File: src/rtl/sdram_pkg.sv
// Shared widths, FSM states and pattern constant for the SDRAM traffic master.
package sdram_pkg;
  localparam int          ADDR_W   = 23;
  localparam int          DATA_W   = 32;
  localparam logic [31:0] PAT_MULT = 32'h9E37_79B1;

  typedef enum logic [2:0] {
    S_IDLE,
    S_WR_REQ,
    S_WR_WAIT,
    S_RD_REQ,
    S_RD_WAIT,
    S_DONE
  } state_t;
endpackage

File: src/rtl/sdram_pattern_gen.sv
// Address-keyed test pattern: SEED ^ (addr * PAT_MULT), low 32 bits.
module sdram_pattern_gen
  import sdram_pkg::*;
#(
  parameter int          ADDR_WIDTH = ADDR_W,
  parameter int          DATA_WIDTH = DATA_W,
  parameter logic [31:0] SEED       = 32'hA5C3_0F1E
)(
  input  logic [ADDR_WIDTH-1:0] i_addr,
  output logic [DATA_WIDTH-1:0] o_data
);
  logic [31:0] w_prod;

  assign w_prod = 32'(i_addr) * PAT_MULT;
  assign o_data = DATA_WIDTH'(SEED ^ w_prod);
endmodule

File: src/rtl/sdram_traffic_master.sv
// Write/read-back memory tester driving the sdram_controller SoC port.
module sdram_traffic_master
  import sdram_pkg::*;
#(
  parameter int                    ADDR_WIDTH     = ADDR_W,
  parameter int                    DATA_WIDTH     = DATA_W,
  parameter logic [ADDR_WIDTH-1:0] START_ADDR     = '0,
  parameter int                    NUM_WORDS      = 1024,
  parameter logic [31:0]           SEED           = 32'hA5C3_0F1E,
  parameter int                    TIMEOUT_CYCLES = 4096
)(
  input  logic                    clk,
  input  logic                    reset_port,
  input  logic                    start_port,
  output logic                    done_port,
  output logic                    pass_port,
  output logic                    timeout_port,
  output logic [15:0]             error_count_port,
  output logic [ADDR_WIDTH-1:0]   first_error_addr_port,
  input  logic                    soc_side_busy_port,
  input  logic                    soc_side_ready_port,
  input  logic [DATA_WIDTH-1:0]   soc_side_rd_data_port,
  output logic [ADDR_WIDTH-1:0]   soc_side_addr_port,
  output logic [DATA_WIDTH-1:0]   soc_side_wr_data_port,
  output logic [DATA_WIDTH/8-1:0] soc_side_wr_mask_port,
  output logic                    soc_side_wr_en_port,
  output logic                    soc_side_rd_en_port
);
  localparam int CNT_W = ADDR_WIDTH + 1;
  localparam int TO_W  = $clog2(TIMEOUT_CYCLES + 1);

  state_t                r_state, w_state_nxt;
  logic [ADDR_WIDTH-1:0] r_addr, r_first_err;
  logic [CNT_W-1:0]      r_cnt;
  logic [TO_W-1:0]       r_to_cnt;
  logic [15:0]           r_err_cnt;
  logic                  r_wr_en, r_rd_en, r_rd_seen, r_timeout;
  logic                  w_wr_en_nxt, w_rd_en_nxt, w_done, w_pass;
  logic                  w_active, w_last, w_to_hit, w_to_fire, w_start_ok;
  logic                  w_capture, w_advance;
  logic [DATA_WIDTH-1:0] w_pattern;

  sdram_pattern_gen #(
    .ADDR_WIDTH(ADDR_WIDTH), .DATA_WIDTH(DATA_WIDTH), .SEED(SEED)
  ) u_pat (
    .i_addr(r_addr),
    .o_data(w_pattern)
  );

  assign w_active   = (r_state == S_WR_REQ) || (r_state == S_WR_WAIT) ||
                      (r_state == S_RD_REQ) || (r_state == S_RD_WAIT);
  assign w_last     = (r_cnt == CNT_W'(NUM_WORDS - 1));
  assign w_to_hit   = (r_to_cnt == TO_W'(TIMEOUT_CYCLES - 1));
  assign w_start_ok = start_port && ((r_state == S_IDLE) || (r_state == S_DONE));
  assign w_capture  = (r_state == S_RD_WAIT) && soc_side_ready_port && !r_rd_seen;
  assign w_advance  = ((r_state == S_WR_WAIT) || (r_state == S_RD_WAIT)) &&
                      (w_state_nxt != r_state) && !w_to_fire;

  always_ff @(posedge clk) begin
    if (reset_port) r_state <= S_IDLE;
    else            r_state <= w_state_nxt;
  end

  always_comb begin
    w_state_nxt = r_state;
    w_to_fire   = 1'b0;
    case (r_state)
      S_IDLE, S_DONE: if (start_port) w_state_nxt = S_WR_REQ;
      S_WR_REQ:  if (r_wr_en && soc_side_busy_port) w_state_nxt = S_WR_WAIT;
      S_WR_WAIT: if (!soc_side_busy_port) w_state_nxt = w_last ? S_RD_REQ : S_WR_REQ;
      S_RD_REQ:  if (r_rd_en && soc_side_busy_port) w_state_nxt = S_RD_WAIT;
      S_RD_WAIT: if (r_rd_seen && !soc_side_busy_port) w_state_nxt = w_last ? S_DONE : S_RD_REQ;
      default:   w_state_nxt = S_IDLE;
    endcase
    // A phase that makes no progress for TIMEOUT_CYCLES aborts the whole test.
    if (w_active && (w_state_nxt == r_state) && w_to_hit) begin
      w_state_nxt = S_DONE;
      w_to_fire   = 1'b1;
    end
  end

  // Request enables are registered: raised on entry once the controller is idle, held until busy.
  always_comb begin
    w_wr_en_nxt = (w_state_nxt == S_WR_REQ) && (r_wr_en || !soc_side_busy_port);
    w_rd_en_nxt = (w_state_nxt == S_RD_REQ) && (r_rd_en || !soc_side_busy_port);
    w_done      = (r_state == S_DONE);
    w_pass      = w_done && (r_err_cnt == '0) && !r_timeout;
  end

  always_ff @(posedge clk) begin
    if (reset_port) begin
      r_addr      <= '0;
      r_cnt       <= '0;
      r_to_cnt    <= '0;
      r_err_cnt   <= '0;
      r_first_err <= '0;
      r_wr_en     <= 1'b0;
      r_rd_en     <= 1'b0;
      r_rd_seen   <= 1'b0;
      r_timeout   <= 1'b0;
    end else begin
      r_wr_en <= w_wr_en_nxt;
      r_rd_en <= w_rd_en_nxt;
      if (w_state_nxt != r_state) r_to_cnt <= '0;
      else if (w_active)          r_to_cnt <= r_to_cnt + 1'b1;
      if (r_state != S_RD_WAIT)        r_rd_seen <= 1'b0;
      else if (soc_side_ready_port)    r_rd_seen <= 1'b1;
      if (w_to_fire) r_timeout <= 1'b1;
      if (w_capture && (soc_side_rd_data_port != w_pattern)) begin
        if (r_err_cnt != 16'hFFFF) r_err_cnt   <= r_err_cnt + 1'b1;
        if (r_err_cnt == '0)       r_first_err <= r_addr;
      end
      if (w_advance) begin
        if (w_last) begin
          r_addr <= START_ADDR;
          r_cnt  <= '0;
        end else begin
          r_addr <= r_addr + 1'b1;
          r_cnt  <= r_cnt + 1'b1;
        end
      end
      if (w_start_ok) begin
        r_timeout   <= 1'b0;
        r_err_cnt   <= '0;
        r_first_err <= '0;
        r_addr      <= START_ADDR;
        r_cnt       <= '0;
      end
    end
  end

  assign done_port             = w_done;
  assign pass_port             = w_pass;
  assign timeout_port          = r_timeout;
  assign error_count_port      = r_err_cnt;
  assign first_error_addr_port = r_first_err;
  assign soc_side_addr_port    = r_addr;
  assign soc_side_wr_data_port = r_wr_en ? w_pattern : '0;
  assign soc_side_wr_mask_port = '1;
  assign soc_side_wr_en_port   = r_wr_en;
  assign soc_side_rd_en_port   = r_rd_en;
endmodule

File: config.mk
export PLATFORM = sky130hd
export DESIGN_NAME = sdram_traffic_master
export DESIGN_NICKNAME = d
export VERILOG_FILES = /design/src/rtl/sdram_pkg.sv /design/src/rtl/sdram_pattern_gen.sv /design/src/rtl/sdram_traffic_master.sv
export SDC_FILE = /design/constraint.sdc
export NUM_CORES = 1
export LEC_CHECK = 0
export CORE_ASPECT_RATIO = 1.2
export CORE_MARGIN = 2
export CORE_UTILIZATION = 40
export CTS_CLUSTER_SIZE = 10
export DETAILED_ROUTE_END_ITERATION = 7
export DONT_BUFFER_PORTS = 1
export HOLD_SLACK_MARGIN = 0.1
export MAX_ROUTING_LAYER = met4
export SLEW_MARGIN = 20
export SYNTH_ARGS = -nofsm -noshare
export SYNTH_HDL_FRONTEND = slang
export SYNTH_SLANG_ARGS = --single-unit
File: constraint.sdc
create_clock -name clk -period 10.6 [get_ports clk]
set_clock_uncertainty 0.2 [all_clocks]
set_input_delay 1.06 -clock clk [delete_from_list [all_inputs] [get_ports clk]]
set_output_delay 1.06 -clock clk [all_outputs]
set_load 0.1 [all_outputs]
==> out/qor.csv, run 1 <==
stage,metric,value,unit
finish,areaGrowthSynthToFinish,7.75,%
yosys,syn_avg_cell_area,9.10,um^2
grt,grt_max_degree,45,
setup_path,path_max_fanout,10,
yosys,synth_top_area_frac,0.258,
finish,layout-drive-gt1-share,0.0755,
finish,fillers,3262,
detailed_routing,drt.antenna.violating_nets,0,
grt,antenna_found_initial,0,
timing,max-slew-margin-rel,0.230,
pwr,pwr_density_cell,60.1,mW/mm^2
timing,fin_tns_setup,0,ns
clock_network,cts_hold_buf,0,
yosys,syn_inst,1481,
setup_path,path_class,flip-flop to output port,
pwr,power_leakage,6.99,nW
detailed_routing,drt_iter0_markers,572,
timing,max_freq,109,MHz
hold_path,hp-class,flip-flop to flip-flop,
yosys,synthFlopType,dfxtp_1,
floorplan,dieArea,0.0352,mm^2
timing,rsz0062_at_grt,no,
clock_network,insertion_delay,0.35,ns
finish,diodes,0,
job,cap_violations,0,
yosys,ys_warn_count,0,
detailed_routing,routed_wl,36200,um
setup_path,ff2ff_setup_slack,1.50,ns
floorplan,io_pins,140,
placement,dpl.hpwl,30500,um
grt,gr-total-overflow,0,
floorplan,row_count,73,
yosys,seq_area_frac_synth,0.157,
finish,final_cell_mix,"inv_1, fa_1, ha_1, nor2_1, dfxtp_1",
pwr,irDropWorstVdd,0.0633,mV
detailed_routing,wl_met2,17900,um
detailed_routing,dr.pass1.iters,5,
yosys,synth_area,0.0135,mm^2
timing,worst_slack,1.44,ns
clock_network,cts_root_buf,clkbuf_16,
setup_path,critPathRequiredTime,9.34,ns
yosys,synth.distinct_cells,82,
detailed_routing,met1Wirelength,14800,um
timing,setup_violations,0,
clock_network,htree_levels,3,
yosys,synth_seq_cells,106,
detailed_routing,vias,9935,
setup_path,reg2reg_depth,23,
detailed_routing,wl_per_cell,18.7,um
clock_network,cts_buffer_depth,2,
setup_path,cp.arrival,7.90,ns
run_status,status,"complete, no violations",
timing,tightest_slew,1.15,ns
clock_network,clock-sinks,106,
yosys,async_flop_share,0,
grt,grt_pass1_vias,10200,
clock_network,ctsResizeCount,0,
clock_network,cts_tree,built,
setup_path,cp-start-kind,flip-flop,
floorplan,die_h,205,um
clock_network,postCtsSetupRepairBufs,0,
yosys,synth_edf_count,0,
timing,hold_violations,0,
grt,grt_usage,0.217,
clock_network,clk_pin_slew,0.08,ns
detailed_routing,vias_per_cell,5.14,
placement,port_buffers,0,
yosys,synth_area_leaders,"fa_1, dfxtp_1, ha_1",
yosys,yosysTopAreaCell,fa_1,
detailed_routing,top_layer,met4,
timing,timing.final.crit_share,0.864,
hold_path,min_delay_path_depth,2,
floorplan,die_w,172,um
detailed_routing,wl_met3,2200,um
floorplan,start_util,0.407,
finish,final_common_cell,inv_1,
setup_path,critPathCaptureType,output port,
floorplan,coreArea,0.0332,mm^2
timing,final.min_clock_period,9.16,ns
finish,fin_nets,1843,
placement,place_congestion,0.940,
grt,grt_pass1_wl,56700,um
placement,place_ws,1.59,ns
clock_network,numCtsBuffers,9,
detailed_routing,remaining_drc_errors,0,
timing,slew_viol_final,0,
through the flow:
stage	utilization	total power [W]	area [um^2]	instances	hold WS [ns]
floorplan	-	0.000517	13500	1484	0.244
global placement	0.428	0.000533	14200	1917	0.252
detailed placement	0.428	0.000534	14200	1917	0.267
CTS	0.437	0.000885	14500	1933	0.275
global route	0.438	0.000904	14500	1934	0.320
finish	0.438	0.000873	14500	1934	0.285
area by class of cell:
class,count,area (um^2),share of cell area
multi-input combinational,1034,10100,0.694
sequential,106,2130,0.147
inverter,294,1100,0.0760
tap,450,563,0.0388
timing repair buffer,34,330,0.0227
clock buffer,10,229,0.0158
clock inverter,6,82.6,0.00569
power breakdown:
group	internal, W	switching [W]	total (W)	leakage (nW)
Combinational	0.0000205	0.0000954	0.000116	5.98
Clock	0.000189	0.000161	0.000349	0.148
Sequential	0.000400	0.00000833	0.000408	0.857
logic make-up after synthesis:
group,share of synthesized area
XOR/XNOR,0.0927
flip-flops,0.157
buffers and inverters,0.101
adder cells (fa/ha/maj),0.400
AO/OA/AOI/OAI,0.0859
multiplexers,0.0215
other,0.000278
AND/OR/NAND/NOR,0.140
Yosys cell counts, types with 7 or more instances:
cell type	instances
inv_1	294
fa_1	174
ha_1	153
nor2_1	125
dfxtp_1	106
xnor2_1	67
xor2_1	66
a21oi_1	61
nand2_1	59
nand3_1	31
mux2i_1	29
nand4_1	26
clkbuf_1	24
nor3_1	20
o21ai_0	19
buf_2	16
and3_1	15
o31ai_1	15
or4_1	13
a21o_1	12
and2_1	12
or2_2	10
nor4_1	9
or3_1	8
nor3b_1	7
layer usage:
layer / GRT usage / vias to the layer above
met1: 0.253 / 4875
met5: - / -
met4: 0.0844 / 0
li1: - / 4765
met2: 0.368 / 240
met3: 0.0427 / 55
sequential cells by signal (all words and copies together) (netlist names):
name                   flops
soc_side_addr_port        23
timeout_port               1
r_state                    3
error_count_port          16
soc_side_wr_en_port        1
soc_side_rd_en_port        1
first_error_addr_port     23
r_to_cnt                  13
r_rd_seen                  1
r_cnt                     24
critical path, cell delays in order, from the launching register on:
cell and delay (ns):
dfxtp_2 0.83, fa_1 0.62, fa_1 0.51, fa_1 0.56, fa_1 0.52, inv_1 0.05
fa_1 0.48, inv_1 0.06, fa_1 0.53, inv_1 0.05, fa_1 0.52, inv_1 0.04
ha_1 0.38, a21oi_1 0.33, o221ai_1 0.21, a211o_1 0.40, a21oi_1 0.34, nor2_1 0.09
nor2_1 0.12, xnor2_1 0.09, nor2_2 0.80
worst paths after layout:
kind | from | endpoint
min | r_cnt[1] | r_cnt[1]
max | soc_side_addr_port[3] | soc_side_wr_data_port[30]
min reg2reg | r_cnt[1] | r_cnt[1]
max reg2reg | soc_side_addr_port[11] | error_count_port[9]
No activity file was read; power rests on OpenSTA's default activity.
==> inputs of run 2 (changes only) <==
ABC_CLOCK_PERIOD_IN_PS = 10600   (was not set)
CTS_CLUSTER_DIAMETER = 50   (was not set)
PLACE_DENSITY = 0.65   (was not set)
==> run 2 against run 1 <==
Hold slack worse by 0.011 ns. First-iteration DRC count is 11% higher. Wire length shrank 0.41%. Highest routed layer unchanged.
==> out/qor.csv, run 2 (synthesis gave the netlist of run 1 again) <==
stage,metric,value,unit,change
floorplan,coreArea,0.0332,mm^2,unchanged
setup_path,critPathRequiredTime,10.67,ns,+1.33 ns
floorplan,io_pins,140,,unchanged
clock_network,cts_buffer_depth,2,,unchanged
floorplan,start_util,0.407,,unchanged
finish,diodes,0,,unchanged
setup_path,slowest_delay,0.86,ns,+0.03 ns
clock_network,ctsResizeCount,0,,unchanged
timing,hold_violations,0,,unchanged
placement,place_congestion,0.976,,+3.8%
detailed_routing,met1Wirelength,14800,um,about the same
grt,grt_pass1_vias,10300,,+0.94%
detailed_routing,vias,9939,,+0.040%
clock_network,insertion_delay,0.35,ns,about the same
finish,final_cell_mix,"inv_1, fa_1, ha_1, nor2_1, dfxtp_1",,
setup_path,reg2reg_depth,22,,-4.3%
timing,max_freq,110,MHz,+0.87%
detailed_routing,wl_per_cell,18.7,um,-0.41%
pwr,power_frac_clock,0.432,,+0.032
clock_network,postCtsSetupRepairBufs,0,,unchanged
setup_path,slowest_stage,dfxtp_2,,
pwr,irDropWorstVdd,0.0938,mV,+48%
detailed_routing,routed_wl,36100,um,-0.41%
finish,fillers,3223,,-1.2%
finish,areaGrowthSynthToFinish,8.11,%,
setup_path,path_max_fanout,27,,+17
detailed_routing,vias_per_cell,5.14,,about the same
hold_path,hp-start,r_cnt[1],,
hold_path,min_delay_path_depth,2,,unchanged
detailed_routing,wl_met3,1780,um,-19%
run_status,status,"complete, no violations",,
finish,largest_reg_flops,24,,unchanged
detailed_routing,drt_iter0_markers,633,,+11%
detailed_routing,top_layer,met4,,
setup_path,critPathCaptureType,flip-flop,,
setup_path,r2r_start,soc_side_addr_port[11],,
timing,final.min_clock_period,9.08,ns,-0.0788 ns
grt,grt_max_degree,45,,unchanged
finish,largest-register,r_cnt,,
floorplan,dieArea,0.0352,mm^2,unchanged
finish,layout-drive-gt1-share,0.0755,,unchanged
setup_path,crit_start,soc_side_addr_port[11],,
floorplan,die_h,205,um,unchanged
grt,grt_pass1_wl,56300,um,-0.68%
setup_path,cp_num_cells,22,,+10%
timing,fin_tns_setup,0,ns,unchanged
timing,rsz0062_at_grt,no,,
timing,setup_violations,0,,unchanged
setup_path,critical_path.top_delay_family,adder cells,,
hold_path,hp-class,flip-flop to flip-flop,,
setup_path,cp-start-kind,flip-flop,,
placement,port_buffers,0,,unchanged
timing,slew_viol_final,0,,unchanged
pwr,seq_power_share,0.444,,-0.023
timing,tightest_slew,1.16,ns,+0.00240 ns
pwr,power_leakage,7.01,nW,+0.34%
detailed_routing,drt.antenna.violating_nets,0,,unchanged
job,cap_violations,0,,unchanged
detailed_routing,wl_met2,18200,um,+1.3%
clock_network,cts_root_buf,clkbuf_16,,
placement,dpl.hpwl,30300,um,-0.57%
grt,antenna_found_initial,0,,unchanged
setup_path,crit_top_cell,fa_1,,
setup_path,cp.arrival,9.16,ns,+1.26 ns
pwr,power_switching,0.000263,W,-0.59%
timing,max-slew-margin-rel,0.228,,-0.00183
grt,grt_usage,0.215,,-0.00208
pwr,pwr_density_cell,63.0,mW/mm^2,+4.8%
timing,timing.final.crit_share,0.857,,-0.00743
finish,final_common_cell,inv_1,,
detailed_routing,remaining_drc_errors,0,,unchanged
setup_path,path_class,flip-flop to flip-flop,,
pwr,intPower,0.000656,W,+7.7%
clock_network,numCtsBuffers,9,,unchanged
pwr,sw_frac_of_total,0.286,,-0.0166
pwr,p_total,0.000918,W,+5.2%
floorplan,row_count,73,,unchanged
clock_network,cts_tree,built,,
pwr,combPwrFrac,0.124,,-0.009
setup_path,worst-path-buf-inv,4,,unchanged
clock_network,htree_levels,3,,unchanged
detailed_routing,dr.pass1.iters,5,,unchanged
setup_path,crit_chain,fa_1 -> inv_1 -> fa_1 -> fa_1 -> inv_1 -> fa_1 -> fa_1 -> fa_1 -> inv_1 -> fa_1 -> inv_1 -> ha_1 -> a21o_1 -> o21bai_1 -> a2111oi_2 -> o21ai_1 -> or2_1 -> a2111oi_0 -> and4b_1 -> and4_1 -> o31ai_1 -> a21oi_1,,
grt,gr-total-overflow,0,,unchanged
clock_network,cts_hold_buf,0,,unchanged
clock_network,clock-sinks,106,,unchanged
finish,fin_nets,1843,,unchanged
clock_network,clk_pin_slew,0.07,ns,about the same
floorplan,die_w,172,um,unchanged
## run 2: changes by cell type in the layout (fill, tap and decap cells not counted)
cell	delta
bufinv_16	+2
clkbuf_1	-1
dfxtp_2	-1
inv_8	+1
inv_6	-2
dfxtp_1	+1
## run 2: power groups by stage
stage	combinational (W)	sequential, W	clock [W]
after global routing	0.000121	0.000409	0.000422
final	0.000114	0.000408	0.000397
after global placement	0.000113	0.000418	0
after CTS	0.000115	0.000408	0.000409
after floorplan	0.000103	0.000414	0
after detailed placement	0.000114	0.000418	0
## run 2: metal layers
layer	track usage	vias to the layer above
met3	0.0377	60
li1	-	4769
met5	-	-
met4	0.0838	0
met1	0.249	4875
met2	0.369	235
## run 2: layout make-up
cell class	count	area, um^2	share of cell area
clock buffer	9	225	0.0155
clock inverter	7	136	0.00936
inverter	294	1100	0.0757
multi-input combinational	1034	10100	0.692
sequential	106	2130	0.146
tap	450	563	0.0386
timing repair buffer	34	330	0.0227
## run 2: final timing paths
path                                             to  slack, ns
worst max-delay path            error_count_port[9]       1.52
worst min-delay path                       r_cnt[1]       0.27
worst max register to register  error_count_port[9]       1.52
worst min register to register             r_cnt[1]       0.27
## run 2: per-stage QoR
stage	std cells	hold WS (ns)	setup slack, ns	area (um^2)	util
finish	1934	0.274	1.52	14600	0.440
detailed placement	1917	0.264	1.63	14200	0.428
global route	1934	0.305	1.03	14600	0.440
floorplan	1484	0.244	1.06	13500	-
global placement	1917	0.257	1.79	14200	0.428
CTS	1933	0.275	1.58	14500	0.439
## run 2: worst register-to-register path, cell delays in order (launching register included)
cell and delay, ns:
dfxtp_2 0.86, fa_1 0.58, inv_1 0.14, fa_1 0.46, fa_1 0.51, inv_1 0.05, fa_1 0.46, fa_1 0.52
fa_1 0.54, inv_1 0.05, fa_1 0.53, inv_1 0.05, ha_1 0.40, a21o_1 0.23, o21bai_1 0.17, a2111oi_2 0.43
o21ai_1 0.11, or2_1 0.27, a2111oi_0 0.74, and4b_1 0.48, and4_1 0.83, o31ai_1 0.22, a21oi_1 0.18
==> edit 1: new RTL, config.mk and constraints of run 2 <==
Compare `r_cnt` against `CNT_W'(NUM_WORDS - 1)` with >= in place of ==.
--- a/src/rtl/sdram_traffic_master.sv
+++ b/src/rtl/sdram_traffic_master.sv
@@ -50,5 +50,5 @@
   assign w_active   = (r_state == S_WR_REQ) || (r_state == S_WR_WAIT) ||
                       (r_state == S_RD_REQ) || (r_state == S_RD_WAIT);
-  assign w_last     = (r_cnt == CNT_W'(NUM_WORDS - 1));
+  assign w_last     = (r_cnt >= CNT_W'(NUM_WORDS - 1));
   assign w_to_hit   = (r_to_cnt == TO_W'(TIMEOUT_CYCLES - 1));
   assign w_start_ok = start_port && ((r_state == S_IDLE) || (r_state == S_DONE));
Check against the original RTL: no difference found for any inputs over 10 cycles, from zero or initial values and one cycle with reset_port high; that may be too few to reach the edited logic, so the function may still have changed.
==> edit 1 against run 2 <==
  * Die area is 0.66% lower
  * Synthesized area is 0.67% lower
  * Setup slack better by 84 ps
  * Final area is 1.5% lower
  * Sequential share of layout area is 0.24 points higher
  * Total power is 10% lower
  * Critical path depth stayed put
  * Sequential cell count stayed put
  * Routed wire length is 1.9% lower
  * Fmax is 0.94% higher
  * Final cell count is 0.88% higher
  * Via count is 1.2% lower
  * Largest power group unchanged
  * Highest routed layer unchanged
==> edit 1: results <==
group,metric,value,unit
grt,grt_max_degree,64,
clock_network,cts_resized,0,
pwr,p_leak,0.00722,uW
synthesis,synthMuxAreaShare,2.32,%
cells_and_area,layout.nets,1860,
placed_design,dp_hpwl,29800,um
placed_design,place.gp.congestion,0.930,
drt,viasPerCell,5.03,
synthesis,synth_compound_area_share,8.35,%
synthesis,synthAdderAreaFrac,40.3,%
timing,worstMarginPinSlew,1180,ps
drt,wl,35400,um
worst_setup_path,cp_max_fo,17,
synthesis,synth.distinct_cells,72,
worst_setup_path,arrival,9070,ps
pwr,peakVddDrop,0.0774,mV
grt,grt_antenna_before_repair,1,
cells_and_area,drive_gt1_share,7.06,%
synthesis,ys_seq_area_share,15.8,%
synthesis,synth.area.top_cells,"fa_1 26%, dfxtp_1 16%, ha_1 14%, inv_1 8.3%, xnor2_1 4.2%",
synthesis,syn_area,13400,um^2
grt,grt_pass1_wl,56200,um
clock_network,cts_buffer_depth,2,
status,status,"completed",
placed_design,dpl-instance-area,14100,um^2
grt,grt.total_usage,21.5,%
synthesis,synthTopCellsByCount,"296 x inv_1, 174 x fa_1, 153 x ha_1, 135 x nor2_1, 110 x nand2_1",
synthesis,synth_xor_xnor_area_share,8.03,%
[edit 1: final timing paths]
kind | startpoint | end | slack (ps) | depth (start not counted)
hold / removal | r_cnt[15] | r_cnt[15] | 300 | 2
setup / recovery | soc_side_addr_port[3] | error_count_port[12] | 1600 | 22
hold reg to reg | r_cnt[15] | r_cnt[15] | 300 | 2
setup reg to reg | soc_side_addr_port[3] | error_count_port[12] | 1600 | 22
[edit 1: area by class of cell]
class,instances,area [um^2]
clock buffer,10,229
clock inverter,6,60.1
fill,3350,18700
inverter,296,1110
multi-input combinational,1054,10000
sequential,106,2130
tap,450,563
timing repair buffer,29,235
[edit 1: per-stage QoR]
stage / setup slack, ps / util, % / cells / total power [uW]
2_1_floorplan: 1270 / - / 1499 / 496
4_1_cts: 1520 / 43.4 / 1951 / 839
5_1_grt: 1160 / 43.4 / 1951 / 859
3_5_place_dp: 1600 / 42.5 / 1935 / 511
6_report: 1600 / 43.4 / 1951 / 827
3_3_place_gp: 1680 / 42.5 / 1935 / 510
[edit 1: critical path, stage by stage, from the launching register on]
cell,delay [ps]
dfxtp_2,860
inv_1,170
ha_1,400
fa_1,570
fa_1,530
inv_1,60
fa_1,520
fa_1,440
fa_1,570
inv_1,60
fa_1,530
inv_1,40
ha_1,400
a21oi_1,270
o21a_1,210
o21ai_0,150
o2bb2ai_1,240
a2111oi_0,430
nand4_1,220
nor4_1,570
nand4_1,790
and4_1,520
nor3_1,120
[edit 1: layer usage]
metal,vias up,routed length (um),track usage (%),part of all wire (%)
met5,-,0,-,0
met4,0,1430,8.02,4.0
met3,61,1910,3.58,5.4
met2,275,17300,36.0,49
met1,4703,14800,26.1,42
li1,4779,-,-,-
[edit 1: report_power, final]
part	switching, uW	internal [uW]	total, uW
clock network	161	165	326
logic	82.0	17.2	99.2
registers	2.66	399	402
total	245	581	827
==> edit 2: new RTL, config.mk and constraints of run 2 <==
Made on the original files. Change the package constant `ADDR_W` from 23 to 25.
--- a/src/rtl/sdram_pkg.sv
+++ b/src/rtl/sdram_pkg.sv
@@ -1,5 +1,5 @@
 // Shared widths, FSM states and pattern constant for the SDRAM traffic master.
 package sdram_pkg;
-  localparam int          ADDR_W   = 23;
+  localparam int          ADDR_W   = 25;
   localparam int          DATA_W   = 32;
   localparam logic [31:0] PAT_MULT = 32'h9E37_79B1;
Interface: changed (resized first_error_addr_port and soc_side_addr_port); port bits go from 140 to 144. No check against the original RTL was run, so the function may have changed too.
==> edit 2 against run 2 <==
  * Combinational power is 15% higher
  * Setup slack worse by 190 ps
  * Non-clock buffer count down 3
  * Fmax shrank 2.1%
  * Sequential cell count grew 6
  * Synthesized area up 5.4%
  * Core utilization fell by 0.39 points
  * Total power decreased by 1.4%
  * First-iteration DRC count shrank 12%
  * Final area increased by 4.6%
  * Worst hold slack better by 29 ps
  * Largest power group unchanged
  * Routed wire length is 11% higher
  * Die area grew 5.3%
==> edit 2: results <==
group,metric,value,unit
status,status,"completed",
worst_setup_path,rr_endpoint,"first_error_addr_port[10]",
cells_and_area,largest_reg_flops,26,
grt,use_met1,28.4,%
pwr,p_sw_share,32.4,%
worst_hold_path,hold_end,"first_error_addr_port[14]",
worst_setup_path,r2r-start,"soc_side_addr_port[4]",
cells_and_area,drive_gt1_share,8.35,%
grt,grt_util_met2,39.0,%
placed_design,dp_hpwl,33400,um
worst_setup_path,arrival,8020,ps
grt,grt_pass1_vias,11200,
drt,viasPerCell,5.23,
drt,wl_per_cell,19.6,um
grt,grt_pass1_wl,63600,um
synthesis,synthMuxAreaShare,0.141,%
worst_setup_path,cp_max_fo,13,
synthesis,synthTopCellsByCount,"319 x inv_1, 184 x fa_1, 165 x ha_1, 129 x nor2_1, 112 x dfxtp_1",
worst_setup_path,r2r_cells,23,
worst_setup_path,r2r_slack,1890,ps
synthesis,synth.area.top_cells,"fa_1 26%, dfxtp_1 16%, ha_1 15%, inv_1 8.4%, xnor2_1 4.4%",
drt,m1WireLength,16600,um
grt,grt_max_degree,52,
cells_and_area,final_cells,2043,
drt,routed-wl-met2,19900,um
synthesis,synthAdderAreaFrac,40.4,%
placed_design,dpl-instance-area,14900,um^2
clock_network,clk_latency,380,ps
drt,dr_wl_met3,1870,um
timing,hold_ws,302,ps
drt,first_iter_violations,555,
placed_design,place.gp.congestion,0.968,
pwr,peakVddDrop,0.0693,mV
cells_and_area,syn2layout_area_growth,7.29,%
placed_design,place_ws,1680,ps
edit 2: how the worst max path moves through the flow:
stage | start | end | slack [ps]
2_1_floorplan | soc_side_addr_port[4] | soc_side_wr_data_port[28] | 1280
3_3_place_gp | soc_side_addr_port[3] | soc_side_wr_data_port[29] | 1780
3_5_place_dp | soc_side_addr_port[3] | soc_side_wr_data_port[29] | 1680
4_1_cts | soc_side_addr_port[3] | soc_side_wr_data_port[29] | 1240
5_1_grt | soc_side_addr_port[3] | soc_side_wr_data_port[29] | 1060
6_report | soc_side_addr_port[3] | soc_side_wr_data_port[29] | 1320
edit 2: tightest hold or removal path, delay by kind of cell (launching register included):
family	cells	cell delay [ps]
flip-flops	1	330
AO/OA/AOI/OAI	1	50
AND/OR/NAND/NOR	1	60
edit 2: final cells by class:
cell class | instances | share of cell area, %
multi-input cells | 1101 | 69.6
clock buffers | 9 | 1.48
clock inverters | 7 | 0.492
well taps | 462 | 3.79
repair buffers | 31 | 1.90
inverters | 321 | 7.90
flip-flops and latches | 112 | 14.8
